<file path="config.mk">
export PLATFORM = sky130hd
export DESIGN_NAME = rf_wb_arbiter_flat
export DESIGN_NICKNAME = d
export VERILOG_FILES = /design/src/rtl/rf_wb_arbiter_if.sv /design/src/rtl/rf_wb_arbiter.sv /design/src/flat_wrapper.sv
export SDC_FILE = /design/constraint.sdc
export NUM_CORES = 1
export LEC_CHECK = 0
export BUFFER_PORTS_ARGS = -buffer_cell sky130_fd_sc_hd__buf_2
export CAP_MARGIN = 20
export CELL_PAD_IN_SITES_DETAIL_PLACEMENT = 1
export CELL_PAD_IN_SITES_GLOBAL_PLACEMENT = 1
export CORE_MARGIN = 5
export CORE_UTILIZATION = 41
export CTS_CLUSTER_DIAMETER = 80
export DETAILED_ROUTE_END_ITERATION = 6
export GPL_TIMING_DRIVEN = 0
export MAX_ROUTING_LAYER = met4
export PLACE_DENSITY = 0.83
export SYNTH_ARGS = -nofsm -noshare
export SYNTH_HDL_FRONTEND = slang
export SYNTH_SLANG_ARGS = --single-unit
</file>
<file path="constraint.sdc">
create_clock -name clk -period 5.6 [get_ports clk]
set_clock_uncertainty 0.15 [all_clocks]
set_input_delay 0.28 -clock clk [delete_from_list [all_inputs] [get_ports clk]]
set_output_delay 0.28 -clock clk [all_outputs]
set_load 0.03 [all_outputs]
</file>
<file path="src/rtl/rf_wb_arbiter_if.sv">
// Write-back bus bundle for rf_wb_arbiter: two requester ports, issue/query
// scoreboard signals and the register-file write port.
interface rf_wb_arbiter_if #(
    parameter int unsigned DATA_W = 32
);
    logic              p0_valid;
    logic [4:0]        p0_rd;
    logic [DATA_W-1:0] p0_data;
    logic              p0_ready;

    logic              p1_valid;
    logic [4:0]        p1_rd;
    logic [DATA_W-1:0] p1_data;
    logic              p1_ready;

    logic              issue_valid;
    logic [4:0]        issue_rd;

    logic [4:0]        q_a1;
    logic [4:0]        q_a2;
    logic              q_busy1;
    logic              q_busy2;

    logic              rf_we3;
    logic [4:0]        rf_a3;
    logic [DATA_W-1:0] rf_wd3;

    modport slave (
        input  p0_valid, p0_rd, p0_data,
        output p0_ready,
        input  p1_valid, p1_rd, p1_data,
        output p1_ready,
        input  issue_valid, issue_rd,
        input  q_a1, q_a2,
        output q_busy1, q_busy2,
        output rf_we3, rf_a3, rf_wd3
    );

    modport master (
        output p0_valid, p0_rd, p0_data,
        input  p0_ready,
        output p1_valid, p1_rd, p1_data,
        input  p1_ready,
        output issue_valid, issue_rd,
        output q_a1, q_a2,
        input  q_busy1, q_busy2,
        input  rf_we3, rf_a3, rf_wd3
    );
endinterface

</file>
<file path="src/rtl/rf_wb_arbiter.sv">
// Arbitrates the register file's single write port between the main pipeline
// (port 0) and a long-latency unit (port 1), with a busy scoreboard for decode.
module rf_wb_arbiter #(
    parameter int unsigned DATA_W   = 32,
    parameter int unsigned MAX_WAIT = 4
) (
    input logic          clk,
    input logic          reset_n,
    rf_wb_arbiter_if.slave bus
);
    localparam int unsigned CNT_W = 4;
    localparam int unsigned NREG  = 32;

    logic [CNT_W-1:0]  wait_q,   wait_d;
    logic [NREG-1:0]   busy_q,   busy_d;
    logic              rf_we3_q, rf_we3_d;
    logic [4:0]        rf_a3_q,  rf_a3_d;
    logic [DATA_W-1:0] rf_wd3_q, rf_wd3_d;

    logic force1;
    logic p0_xfer;
    logic p1_xfer;

    // Port 0 has priority until port 1 has been starved for MAX_WAIT cycles.
    assign force1       = (wait_q == CNT_W'(MAX_WAIT));
    assign bus.p0_ready = !(force1 & bus.p1_valid);
    assign bus.p1_ready = !bus.p0_valid | force1;
    assign p0_xfer      = bus.p0_valid & bus.p0_ready;
    assign p1_xfer      = bus.p1_valid & bus.p1_ready;

    // Next-state for the starvation counter, write stage and scoreboard.
    always_comb begin
        wait_d   = '0;
        rf_we3_d = 1'b0;
        rf_a3_d  = rf_a3_q;
        rf_wd3_d = rf_wd3_q;
        busy_d   = busy_q;

        if (bus.p1_valid && !bus.p1_ready) begin
            wait_d = (wait_q < CNT_W'(MAX_WAIT)) ? wait_q + CNT_W'(1) : wait_q;
        end

        if (p0_xfer) begin
            rf_we3_d = (bus.p0_rd != 5'd0);
            rf_a3_d  = bus.p0_rd;
            rf_wd3_d = bus.p0_data;
        end else if (p1_xfer) begin
            rf_we3_d = (bus.p1_rd != 5'd0);
            rf_a3_d  = bus.p1_rd;
            rf_wd3_d = bus.p1_data;
        end

        // Clear before set so a same-cycle issue to the same register wins.
        if (p1_xfer) begin
            busy_d[bus.p1_rd] = 1'b0;
        end
        if (bus.issue_valid && (bus.issue_rd != 5'd0)) begin
            busy_d[bus.issue_rd] = 1'b1;
        end
        busy_d[0] = 1'b0;
    end

    always_ff @(posedge clk or negedge reset_n) begin
        if (!reset_n) begin
            wait_q   <= '0;
            busy_q   <= '0;
            rf_we3_q <= 1'b0;
            rf_a3_q  <= '0;
            rf_wd3_q <= '0;
        end else begin
            wait_q   <= wait_d;
            busy_q   <= busy_d;
            rf_we3_q <= rf_we3_d;
            rf_a3_q  <= rf_a3_d;
            rf_wd3_q <= rf_wd3_d;
        end
    end

    assign bus.rf_we3 = rf_we3_q;
    assign bus.rf_a3  = rf_a3_q;
    assign bus.rf_wd3 = rf_wd3_q;

    // A register stays busy through its in-flight write-stage cycle.
    assign bus.q_busy1 = (bus.q_a1 != 5'd0) &
                         (busy_q[bus.q_a1] | (rf_we3_q & (rf_a3_q == bus.q_a1)));
    assign bus.q_busy2 = (bus.q_a2 != 5'd0) &
                         (busy_q[bus.q_a2] | (rf_we3_q & (rf_a3_q == bus.q_a2)));
endmodule

</file>
<file path="src/flat_wrapper.sv">
// flat-port wrapper written by rule: the top's interface ports become plain ports
module rf_wb_arbiter_flat 
#(
    parameter int unsigned DATA_W   = 32,
    parameter int unsigned MAX_WAIT = 4
)
  (clk, reset_n, bus_p0_valid, bus_p0_rd, bus_p0_data, bus_p0_ready, bus_p1_valid, bus_p1_rd, bus_p1_data, bus_p1_ready, bus_issue_valid, bus_issue_rd, bus_q_a1, bus_q_a2, bus_q_busy1, bus_q_busy2, bus_rf_we3, bus_rf_a3, bus_rf_wd3);
  rf_wb_arbiter_if #(.DATA_W(DATA_W)) bus_i ();
  input logic clk;
  input logic reset_n;
  input wire logic [$bits(bus_i.p0_valid)-1:0] bus_p0_valid;
  input wire logic [$bits(bus_i.p0_rd)-1:0] bus_p0_rd;
  input wire logic [$bits(bus_i.p0_data)-1:0] bus_p0_data;
  output wire logic [$bits(bus_i.p0_ready)-1:0] bus_p0_ready;
  input wire logic [$bits(bus_i.p1_valid)-1:0] bus_p1_valid;
  input wire logic [$bits(bus_i.p1_rd)-1:0] bus_p1_rd;
  input wire logic [$bits(bus_i.p1_data)-1:0] bus_p1_data;
  output wire logic [$bits(bus_i.p1_ready)-1:0] bus_p1_ready;
  input wire logic [$bits(bus_i.issue_valid)-1:0] bus_issue_valid;
  input wire logic [$bits(bus_i.issue_rd)-1:0] bus_issue_rd;
  input wire logic [$bits(bus_i.q_a1)-1:0] bus_q_a1;
  input wire logic [$bits(bus_i.q_a2)-1:0] bus_q_a2;
  output wire logic [$bits(bus_i.q_busy1)-1:0] bus_q_busy1;
  output wire logic [$bits(bus_i.q_busy2)-1:0] bus_q_busy2;
  output wire logic [$bits(bus_i.rf_we3)-1:0] bus_rf_we3;
  output wire logic [$bits(bus_i.rf_a3)-1:0] bus_rf_a3;
  output wire logic [$bits(bus_i.rf_wd3)-1:0] bus_rf_wd3;
  assign bus_i.p0_valid = bus_p0_valid;
  assign bus_i.p0_rd = bus_p0_rd;
  assign bus_i.p0_data = bus_p0_data;
  assign bus_p0_ready = bus_i.p0_ready;
  assign bus_i.p1_valid = bus_p1_valid;
  assign bus_i.p1_rd = bus_p1_rd;
  assign bus_i.p1_data = bus_p1_data;
  assign bus_p1_ready = bus_i.p1_ready;
  assign bus_i.issue_valid = bus_issue_valid;
  assign bus_i.issue_rd = bus_issue_rd;
  assign bus_i.q_a1 = bus_q_a1;
  assign bus_i.q_a2 = bus_q_a2;
  assign bus_q_busy1 = bus_i.q_busy1;
  assign bus_q_busy2 = bus_i.q_busy2;
  assign bus_rf_we3 = bus_i.rf_we3;
  assign bus_rf_a3 = bus_i.rf_a3;
  assign bus_rf_wd3 = bus_i.rf_wd3;
  rf_wb_arbiter #(.DATA_W(DATA_W), .MAX_WAIT(MAX_WAIT)) u_core (.clk(clk), .reset_n(reset_n), .bus(bus_i));
endmodule
</file>
# Word-level counts from Yosys, hierarchy flattened
# Index checks and enable logic that the tools add are counted.
[op_classes]
bitwise_logic = 13
eq_ne = 4
reduce_logical = 13
order_cmp = 7
muxes = 18
add_sub_neg = 1
[op_table]
columns = ["op", "count"]
rows = [
  ["$mux 32", 4],
  ["$and 32x32->32", 1],
  ["$not 32->32", 1],
  ["$or 32x32->32", 1],
  ["$reduce_bool 5->1", 5],
  ["$lt 5x6->1 const B", 4],
  ["$bmux 1 s5", 2],
  ["$demux 1 s5", 2],
  ["$eq 5x5->1", 2],
  ["$ge 5x1->1 const B", 2],
  ["$mux 5", 2],
  ["$mux 4", 2],
  ["$and 1x1->1", 7],
  ["$mux 1", 6],
  ["$add 4x1->4 const B", 1],
  ["$eq 4x3->1 const B", 1],
  ["$logic_and 1x1->1", 4],
  ["$lt 4x3->1 const B", 1],
  ["$logic_not 1->1", 3],
  ["$or 1x1->1", 3],
  ["$ne 2x2->1 const B", 1],
  ["$reduce_bool 2->1", 1],
]
[word_totals]
input_bits = 94
register_bits = 73

# Longest topological paths before layout
[logic_depth]
depth_word = 9
mapped_depth = 8
mapped_depth_nobuf = 7

# Worst setup path before layout
# OpenSTA, ideal clock, no wires.
[synth_path]
path_type = "input to output"
startpoint = "input port bus_q_a2[1]"
endpoint = "output port bus_q_busy2"
required_ns = 5.170
path_stages = 6
path_slack_ns = 3.551
arrival_time_ns = 1.619
path_buffers = 1
cell_sequence = "buf_2 > mux4_1 > inv_1 > a2111oi_0 > a311oi_1 > a21oi_1"
[synth_via]
elab_chain_cells = 4
word_cells_on_any_way = 7
cone_classes = "eq/ne: 1; mux: 2; bitwise: 3; reduce/logical: 1"
[synth_lines]
columns = ["element", "line_no", "rtl"]
rows = [
  ["start: declaration", "flat_wrapper.sv:22", "input wire logic [$bits(bus_i.q_a2)-1:0] bus_q_a2;"],
  ["$bmux 1 s5 / $eq 5x5->1 (equally long branches)", "rf_wb_arbiter.sv:87", "(busy_q[bus.q_a2] | (rf_we3_q & (rf_a3_q == bus.q_a2)));"],
  ["$mux 1 (implied by the code) / $and 1x1->1 (equally long branches)", "rf_wb_arbiter.sv:87", ""],
  ["$or 1x1->1", "rf_wb_arbiter.sv:87", ""],
  ["$and 1x1->1 *", "rf_wb_arbiter.sv:86", "assign bus.q_busy2 = (bus.q_a2 != 5'd0) &"],
  ["end: declaration", "flat_wrapper.sv:24", "output wire logic [$bits(bus_i.q_busy2)-1:0] bus_q_busy2;"],
]
# Every way passes the cells marked *; elsewhere a longest branch is shown, timed or not. The select of a mux whose other input is x is not followed.

# Worst setup path in the final report
[layout_path]
startpoint = "register u_core.busy_q[21]"
endpoint = "output port bus_q_busy1"
[layout_via]
elab_chain_cells = 4
[layout_lines]
columns = ["element", "line_no", "rtl"]
rows = [
  ["start: declaration", "rf_wb_arbiter.sv:15", "logic [NREG-1:0] busy_q, busy_d;"],
  ["start signal: assignment", "rf_wb_arbiter.sv:72", "busy_q <= busy_d;"],
  ["$bmux 1 s5", "rf_wb_arbiter.sv:85", "(busy_q[bus.q_a1] | (rf_we3_q & (rf_a3_q == bus.q_a1)));"],
  ["$mux 1 (implied by the code)", "rf_wb_arbiter.sv:85", ""],
  ["$or 1x1->1", "rf_wb_arbiter.sv:85", ""],
  ["$and 1x1->1", "rf_wb_arbiter.sv:84", "assign bus.q_busy1 = (bus.q_a1 != 5'd0) &"],
  ["end: declaration", "flat_wrapper.sv:23", "output wire logic [$bits(bus_i.q_busy1)-1:0] bus_q_busy1;"],
]
# Every way passes these cells. The select of a mux whose other input is x is not followed.

==> impl_metrics.toml <==
[setup_path]
r2r_cells = 8
cp.required_ns = 5.17
critPathCaptureType = "primary output"
rr_startpoint = "u_core.wait_q[0]"
path_cells = "mux4_1, mux2i_1, nor3b_1, a311oi_1, a21oi_1, buf_2"
path_class = "flip-flop to primary output"
start_kind = "flip-flop"
crit_end = "bus_q_busy1"
crit_arrival_ns = 2.22
rr_endpoint = "u_core.bus.rf_wd3[0]"
critPathMaxStageDelay_ns = 0.52
r2r_setup_slack_ns = 3.08
crit_fanout = 3
cpMaxStageDelayCell = "mux4_1"
startpoint = "u_core.busy_q[21]"

[power]
powerDensity_nw_per_um2 = 277
p_total_w = 0.00149
clkPwrFrac_pct = 26.2
power_switching_w = 0.000522
power_switching_share_pct = 35.0
pwr-share-comb_pct = 29.0
p_seq_share_pct = 44.8
p_int_w = 0.000971
p_leak_nw = 2.42
ir_worst_vdd_mv = 0.126

[route]
routed_wl_um = 14600
drt_first_pass_iters = 4
drcViolationCount = 0
dr_total_vias = 4051
antenna_left = 0
wl_per_cell_um = 20.3
drtIter0Drc = 195
via_per_inst = 5.63

[grt]
grt.overflow.total = 0
first_global_vias = 4590
grt_pass1_wl_um = 24200
grt_max_degree = 40
antenna_found_initial = 1
grtUsageTotal_pct = 24.9

[sta]
rsz0062_at_grt = "false"
slew_viol_final = 0
hold_viol = 0
finalSetupTns_ns = 0
min_period_ns = 2.65
fin_crit_sh_pct = 47.3
fmax_ghz = 0.378
relSlewSlack_pct = 62.9
worst_pin_slew_ns = 0.557
finalSetupViolCount = 0

[synth]
synthCells = 418
ys_seq_elements = 73
syn_nets = 514
ys_seq_area_share_pct = 44.0
synth-edff-count = 0
yosys_warnings = 0
synth_flop_cell = "dfrtp_1"
yosysUniqueCellTypes = 39
async_flop_share_pct = 100
avgSynthCellArea_sq_um = 9.94
syn_area_sq_um = 4150

[placement]
dpl.hpwl_um = 10600
gp_congestion = 0.861
port_buffers = 126

[cts]
cts_max_level = 3
cts_tree = "yes"
cts_resized = 0
cts.sinks = 73
clk_pin_slew_ns = 0.08
cts_root_buffer = "clkbuf_8"
clk_path_buf_depth = 2
insertion_delay_ns = 0.36
cts_made_buffers = 9

[final_layout]
regArea_sq_um = 1830
syn2layout_area_growth_pct = 29.9
multi_input_area_sq_um = 2180
mostFrequentLayoutCells = "132 x buf_2, 73 x dfrtp_1, 63 x nor2_1"
final_common_cell = "buf_2"
n_fill_cell = 1163
utilization_pct = 55.0
drive_gt1_share_pct = 31.6
final_nets = 676

[floorplan]
die_h_um = 111
dieArea_sq_um = 12200
chipWidth_um = 111
ios = 136
start_util_pct = 42.3
num_rows = 36
fp.coreArea_sq_um = 9820

[status]
outcome = "finished, final reports clean"

[run]
drv_cap = 0

[worst_hold_path]
hp-class = "input pin to flip-flop"
## final cells by class
class,count,area share (%)
Tap cell,133,3.08
Buffer,28,2.39
Antenna cell,1,0.0464
Timing Repair Buffer,151,16.6
Clock buffer,10,2.55
Multi-Input combinational cell,312,40.4
Sequential cell,73,33.9
Clock inverter,6,0.788
Inverter,5,0.348
## synth_stat cells, drive strengths merged, types with 5 or more instances
master	count	area, sq um
mux4	14	368
nand3b	6	45.0
a22oi	11	82.6
nand2	35	131
xor2	8	70.1
clkbuf	19	71.3
mux2	30	338
o21ai	53	265
nor2b	5	31.3
nand3	6	30.0
buf	9	57.6
o31ai	7	52.6
o22ai	26	163
inv	5	18.8
dfrtp	73	1830
nor2	63	236
## state kept, by name, indices dropped and copies added (netlist names)
signal             count
u_core.bus.rf_we3      1
u_core.wait_q          4
u_core.bus.rf_wd3     32
u_core.busy_q         31
u_core.bus.rf_a3       5
## worst max-delay path, delay by kind of cell (launching register included)
kind / cells / cell delay [ns]
multiplexers: 2 / 0.79
AO/OA/AOI/OAI: 2 / 0.37
flip-flops: 1 / 0.40
AND/OR/NAND/NOR: 1 / 0.11
buffers and inverters: 1 / 0.19
## per-stage QoR
stage | hold WS (ns) | setup WS [ns] | std cells | area (sq um)
finish | 0.00247 | 2.95 | 719 | 5400
global route | 0.0124 | 2.84 | 719 | 5400
CTS | 0.00231 | 2.95 | 718 | 5390
detailed placement | 0.122 | 3.13 | 678 | 4970
global placement | 0.324 | 3.20 | 677 | 4950
floorplan | -0.166 | 3.55 | 418 | 4150
## power by group through the flow
stage          Combinational, W  Clock, W  Sequential, W
6_report               0.000433  0.000392       0.000669
3_5_place_dp           0.000414         0       0.000677
4_1_cts                0.000433  0.000399       0.000667
2_1_floorplan          0.000216         0       0.000713
3_3_place_gp           0.000393         0       0.000666
5_1_grt                0.000471  0.000425       0.000678
## how the worst min path moves through the flow
stage | cells after the start | slack (ns) | startpoint | to
2_1_floorplan | 0 | -0.17 | reset_n | u_core.bus.rf_a3[0]
3_3_place_gp | 3 | 0.32 | bus_p1_data[6] | u_core.bus.rf_wd3[6]
3_5_place_dp | 1 | 0.12 | reset_n | u_core.bus.rf_wd3[14]
4_1_cts | 3 | 0.002 | bus_p1_data[15] | u_core.bus.rf_wd3[15]
5_1_grt | 3 | 0.01 | bus_p1_data[15] | u_core.bus.rf_wd3[15]
6_report | 3 | 0.002 | bus_p0_data[28] | u_core.bus.rf_wd3[28]
## metal layers
| metal | vias to the layer above | global-route usage (%) | part of all wire, % |
|---|---|---|---|
| met5 | - | - | 0 |
| met4 | 0 | 10.0 | 2.9 |
| met3 | 31 | 4.15 | 5.2 |
| met2 | 147 | 41.5 | 50 |
| met1 | 2004 | 30.2 | 42 |
| li1 | 1869 | - | - |
## repair_timing
action	4_1_cts	5_1_grt
hold buffers	24	0
endpoints found under the hold margin	54	0
setup buffers	0	0
## cells by family (layout without fill, tap and decap cells)
group	count (synthesis)	count (layout)	share of synthesized area, %
multiplexers	48	48	18.0
flip-flops	73	73	44.0
XOR/XNOR	11	11	2.32
buffers and inverters	33	200	3.55
AND/OR/NAND/NOR	138	138	15.1
adder cells (fa/ha/maj)	2	2	0.602
other	0	1	0
AO/OA/AOI/OAI	113	113	16.5
No activity file was read; power rests on OpenSTA's default activity.
